File: src/rtl/msg_tx_scheduler_pkg.sv
// Shared types and constants for the message transmit scheduler.
package msg_tx_scheduler_pkg;

  localparam int MSG_W                 = 5;
  localparam int DEFAULT_NREQ          = 4;
  localparam int DEFAULT_START_TIMEOUT = 4;

  typedef enum logic [2:0] {
    ST_IDLE       = 3'd0,
    ST_LAUNCH     = 3'd1,
    ST_WAIT_START = 3'd2,
    ST_WAIT_DONE  = 3'd3,
    ST_COOLDOWN   = 3'd4
  } state_e;

endpackage

File: src/rtl/msg_tx_scheduler_rr_arbiter.sv
// Combinational round-robin arbiter: the search starts one past last_grant
// and wraps, so a requester is not re-granted before the others get a turn.
module rr_arbiter #(
  parameter int NREQ = 4,
  parameter int IW   = $clog2(NREQ)
) (
  input  logic [NREQ-1:0] req,
  input  logic [IW-1:0]   last_grant,
  output logic [NREQ-1:0] grant,
  output logic [IW-1:0]   grant_idx
);

  logic found_s;

  // first active requester after last_grant, in wrap-around order
  always_comb begin
    grant     = '0;
    grant_idx = '0;
    found_s   = 1'b0;
    for (int off = 1; off <= NREQ; off++) begin
      int            cand;
      logic [IW-1:0] idx_v;
      cand = int'(last_grant) + off;
      if (cand >= NREQ) begin
        cand = cand - NREQ;
      end else begin
        cand = cand;
      end
      idx_v = IW'(cand);
      if (!found_s && req[idx_v]) begin
        grant[idx_v] = 1'b1;
        grant_idx    = idx_v;
        found_s      = 1'b1;
      end else begin
        found_s = found_s;
      end
    end
  end

endmodule

File: src/rtl/msg_tx_scheduler.sv
// Round-robin scheduler that captures one requester's payload at a time and
// hands it to a serial transmitter, tracking start timeout and completion.
module msg_tx_scheduler
  import msg_tx_scheduler_pkg::*;
#(
  parameter int NREQ          = DEFAULT_NREQ,
  parameter int START_TIMEOUT = DEFAULT_START_TIMEOUT
) (
  input  logic                  clk,
  input  logic                  rst,
  input  logic [NREQ-1:0]       req,
  input  logic [NREQ*MSG_W-1:0] req_msg,
  output logic [NREQ-1:0]       ack,
  output logic [NREQ-1:0]       done,
  output logic                  tx_send,
  output logic [MSG_W-1:0]      tx_msg,
  input  logic                  tx_valid,
  output logic                  busy,
  output logic                  err
);

  localparam int IW = $clog2(NREQ);
  localparam int CW = (START_TIMEOUT < 1) ? 1 : $clog2(START_TIMEOUT + 1);

  state_e            state_r, state_s;
  logic [IW-1:0]     last_grant_r, last_grant_s;
  logic [CW-1:0]     cnt_r, cnt_s;
  logic [NREQ-1:0]   grant_s;
  logic [IW-1:0]     grant_idx_s;
  logic              grant_ok_s, timeout_s;

  logic [NREQ-1:0]   ack_r, ack_s, done_r, done_s;
  logic              send_r, send_s, busy_r, busy_s, err_r, err_s;
  logic [MSG_W-1:0]  msg_r, msg_s;

  rr_arbiter #(.NREQ(NREQ), .IW(IW)) u_arb (
    .req        (req),
    .last_grant (last_grant_r),
    .grant      (grant_s),
    .grant_idx  (grant_idx_s)
  );

  // a foreign or stale frame on the line blocks any new grant
  assign grant_ok_s = (|req) && !tx_valid;
  assign timeout_s  = (cnt_r == CW'(START_TIMEOUT));

  // state and datapath registers
  always_ff @(posedge clk or negedge rst) begin
    if (!rst) begin
      state_r      <= ST_IDLE;
      last_grant_r <= IW'(NREQ - 1);
      cnt_r        <= '0;
    end else begin
      state_r      <= state_s;
      last_grant_r <= last_grant_s;
      cnt_r        <= cnt_s;
    end
  end

  // next-state decode
  always_comb begin
    state_s = state_r;
    case (state_r)
      ST_IDLE: begin
        if (grant_ok_s) state_s = ST_LAUNCH;
        else            state_s = ST_IDLE;
      end
      ST_LAUNCH:     state_s = ST_WAIT_START;
      ST_WAIT_START: begin
        if (tx_valid)       state_s = ST_WAIT_DONE;
        else if (timeout_s) state_s = ST_IDLE;
        else                state_s = ST_WAIT_START;
      end
      ST_WAIT_DONE: begin
        if (!tx_valid) state_s = ST_COOLDOWN;
        else           state_s = ST_WAIT_DONE;
      end
      ST_COOLDOWN:   state_s = ST_IDLE;
      default:       state_s = ST_IDLE;
    endcase
  end

  // next values of the registered outputs and datapath
  always_comb begin
    ack_s        = '0;
    done_s       = '0;
    send_s       = 1'b0;
    err_s        = 1'b0;
    msg_s        = msg_r;
    cnt_s        = cnt_r;
    last_grant_s = last_grant_r;
    busy_s       = (state_s != ST_IDLE);
    case (state_r)
      ST_IDLE: begin
        if (grant_ok_s) begin
          ack_s        = grant_s;
          msg_s        = req_msg[grant_idx_s*MSG_W +: MSG_W];
          last_grant_s = grant_idx_s;
        end else begin
          ack_s = '0;
        end
      end
      ST_LAUNCH: begin
        send_s = 1'b1;
        cnt_s  = '0;
      end
      ST_WAIT_START: begin
        if (tx_valid) begin
          cnt_s = cnt_r;
        end else if (timeout_s) begin
          err_s = 1'b1;
        end else begin
          cnt_s = cnt_r + CW'(1);
        end
      end
      ST_WAIT_DONE: begin
        if (!tx_valid) done_s = {{(NREQ-1){1'b0}}, 1'b1} << last_grant_r;
        else           done_s = '0;
      end
      ST_COOLDOWN: begin
        done_s = '0;
      end
      default: begin
        done_s = '0;
      end
    endcase
  end

  // output registers
  always_ff @(posedge clk or negedge rst) begin
    if (!rst) begin
      ack_r  <= '0;
      done_r <= '0;
      send_r <= 1'b0;
      busy_r <= 1'b0;
      err_r  <= 1'b0;
      msg_r  <= '0;
    end else begin
      ack_r  <= ack_s;
      done_r <= done_s;
      send_r <= send_s;
      busy_r <= busy_s;
      err_r  <= err_s;
      msg_r  <= msg_s;
    end
  end

  assign ack     = ack_r;
  assign done    = done_r;
  assign tx_send = send_r;
  assign busy    = busy_r;
  assign err     = err_r;
  assign tx_msg  = msg_r;

endmodule

File: config.mk
export PLATFORM = sky130hd
export DESIGN_NAME = msg_tx_scheduler
export DESIGN_NICKNAME = d
export VERILOG_FILES = /design/src/rtl/msg_tx_scheduler_pkg.sv /design/src/rtl/msg_tx_scheduler_rr_arbiter.sv /design/src/rtl/msg_tx_scheduler.sv
export SDC_FILE = /design/constraint.sdc
export NUM_CORES = 1
export LEC_CHECK = 0
export ABC_AREA = 1
export ABC_CLOCK_PERIOD_IN_PS = 2500
export BUFFER_PORTS_ARGS = -buffer_cell sky130_fd_sc_hd__buf_2
export CORE_MARGIN = 5
export CORE_UTILIZATION = 30
export DETAILED_ROUTE_END_ITERATION = 10
export PLACE_DENSITY = 0.57
export SYNTH_ARGS = -nofsm -noshare
export SYNTH_HDL_FRONTEND = slang
export SYNTH_HIERARCHICAL = 1
export SYNTH_SLANG_ARGS = --single-unit
File: constraint.sdc
create_clock -name clk -period 2.5 [get_ports clk]
set_input_delay 0.375 -clock clk [delete_from_list [all_inputs] [get_ports clk]]
set_output_delay 0.375 -clock clk [all_outputs]
set_load 0.1 [all_outputs]
==> impl_metrics.toml <==
[outcome]
status = "finished clean"

[grt]
grt_most_used_layer = "met2"
grt_util_all_layers = 0.106
met2_usage = 0.168
antenna_found_initial = 0
grt_pass1_wl_mm = 6.29
first_global_vias = 1436
grt_max_degree = 25
use_met1 = 0.151
met3_usage = 0.0207
overflow = 0

[clock_network]
cts-root-buf = "clkbuf_8"
cts_setup_buffers = 0
clk_transition_reported_paths_ns = 0.08
htree_levels = 1
clock_latency_ns = 0.26
cts_tree = "yes"
cts_buffer_depth = 2
cts_buffers = 3
clkSinkCount = 24

[sta]
finClkSkew_ns = 0.00310
tightest_slew_ns = 0.510
rsz0062_at_grt = "no"
finalSetupViolations = 0
relSlewSlack = 0.660
fmax_ghz = 0.445
finalHoldViolCount = 0
slew_viol_final = 0
fin_crit_sh = 0.898
min_period_ns = 2.24
final.setup.tns_ns = 0

[worst_hold_path]
min_path_type = "in2async"

[synth]
seq_area_frac_synth = 0.367
synthArstFlopShare = 1.00
avgSynthCellArea_um2 = 7.48
syn-instance-count = 220
mappedNetlistArea_um2 = 1650
synthesis.nets = 257
ys_ff_latch = 24
synth_top_area_share = 0.335
ys.flop_type = "dfrtp_1"
yosysMostFrequentCell = "nand2_1"
yosys-top-cells-area = "dfrtp_1 33%, nand2_1 13%, ha_1 7.6%"
synth.top_cells.by_count = "59 x nand2_1, 24 x inv_1, 22 x dfrtp_1, 19 x nand3_1, 15 x nor2_1"
ys_types = 29
synth_edf_count = 0
yosys.area.top_type = "dfrtp_1"
ys_warn_count = 6

[die]
core_um2 = 5410
die_w_um = 84.1
die_y_um = 84.1
start_util = 0.304
die-area_um2 = 7070
rows = 27
io_pins = 43

[setup_path]
cp.arrival_ns = 2.41
required_ns = 2.66
startpoint_type = "register"
critPathCaptureType = "register"
cp_max_fo = 21
setup.worst_path.class = "reg2reg"

[place]
port_buffers = 42
place_hpwl_mm = 2.76
finalWeightedCongestion = 0.787
place_area_um2 = 1940

[routing]
ant_nets = 0
num_vias = 1474
wl_mm = 3.47
drc = 0
avgViaCountPerCell = 4.37
first_pass_iters = 4
first_iter_violations = 73
avgRoutedWirePerCell_um = 10.3

[flow_run]
cap_violations = 0

[cells_and_area]
nets = 303
antennaDiodeCount = 0
final_area_um2 = 2020
syn2layout_area_growth_pct = 22.7
drive_gt1_frac = 0.313
fill_cells = 577
==> what timing repair did <==
item / CTS / global route
endpoints found under the setup margin: 0 / 5
gates resized for setup: 0 / 3
hold endpoints to repair: 0 / 0
hold buffers: 0 / 0
==> cell usage in the layout (no fill, tap or decap), types with 2 or more instances in the layout <==
master    instances
nor2_4            2
dfstp_2           2
ha_1              9
nand3_2           5
buf_4             2
dfrtp_1          22
inv_1            24
nor3_1            4
o211ai_1          5
nand2_4           3
inv_2             9
a21oi_1           9
nor2_1           15
nand2_2           6
o21ai_0           7
clkbuf_8          4
nand2_1          59
buf_2            42
nor2_2            3
nand3_1          18
a21boi_0          4
==> critical path: stages (launching register included) <==
cell and delay, ns:
dfstp_2 0.53, inv_1 0.14, ha_4 0.33, inv_1 0.09
nand2_4 0.12, nand2_4 0.07, nor2_4 0.13, nor2_1 0.07
a21oi_2 0.14, buf_6 0.19, a21oi_1 0.08, o21ai_0 0.08
nand2_1 0.07, nand2_1 0.06, nand2_1 0.05
==> per-stage QoR <==
step	util	cells	hold slack (ns)	setup WS (ns)
floorplan	-	220	0.0794	0.233
global placement	0.359	333	0.390	0.181
detailed placement	0.359	333	0.387	0.130
CTS	0.369	337	0.0923	0.120
global route	0.373	337	0.126	0.00925
finish	0.373	337	0.0722	0.255
==> layer usage <==
layer  share of wire  routed length, um
met5               0                  0
met4          0.0072                 25
met3           0.051                177
met2            0.45               1560
met1            0.49               1710
==> final timing paths <==
kind / from / end / slack (ns) / depth (start not counted)
setup / recovery: last_grant_r[1] / tx_msg[3] / 0.26 / 14
hold / removal: rst / cnt_r[0] / 0.07 / 1
max in group asynchronous: rst / last_grant_r[1] / 2.07 / 1
setup reg to reg: last_grant_r[1] / tx_msg[3] / 0.26 / 14
min in group clk: tx_valid / state_r[2] / 0.37 / 2
hold reg to reg: tx_msg[1] / tx_msg[1] / 0.49 / 2
==> cell type report <==
type / count / area, um^2 / share of cell area
Multi-Input combinational cell: 158 / 901 / 0.446
Sequential cell: 24 / 603 / 0.299
Timing Repair Buffer: 45 / 236 / 0.117
Inverter: 34 / 133 / 0.0657
Tap cell: 72 / 90.1 / 0.0446
Clock buffer: 4 / 55.1 / 0.0273
==> cell families (layout without fill, tap and decap cells) <==
group,Yosys count,in the layout,synth area share
simple gates,119,119,0.354
buf+inv,38,83,0.0966
compound gates,28,28,0.102
flops,24,24,0.367
fa+ha+maj,10,10,0.0760
xor+xnor,1,1,0.00532
==> registers in the layout, indices dropped and copies added (netlist names) <==
signal        count
ack               4
busy              1
cnt_r             3
done              4
err               1
last_grant_r      2
state_r           3
tx_msg            5
tx_send           1
Power is not shown: default switching activity piles up to over one toggle a cycle in this logic, so the estimate is an artifact.
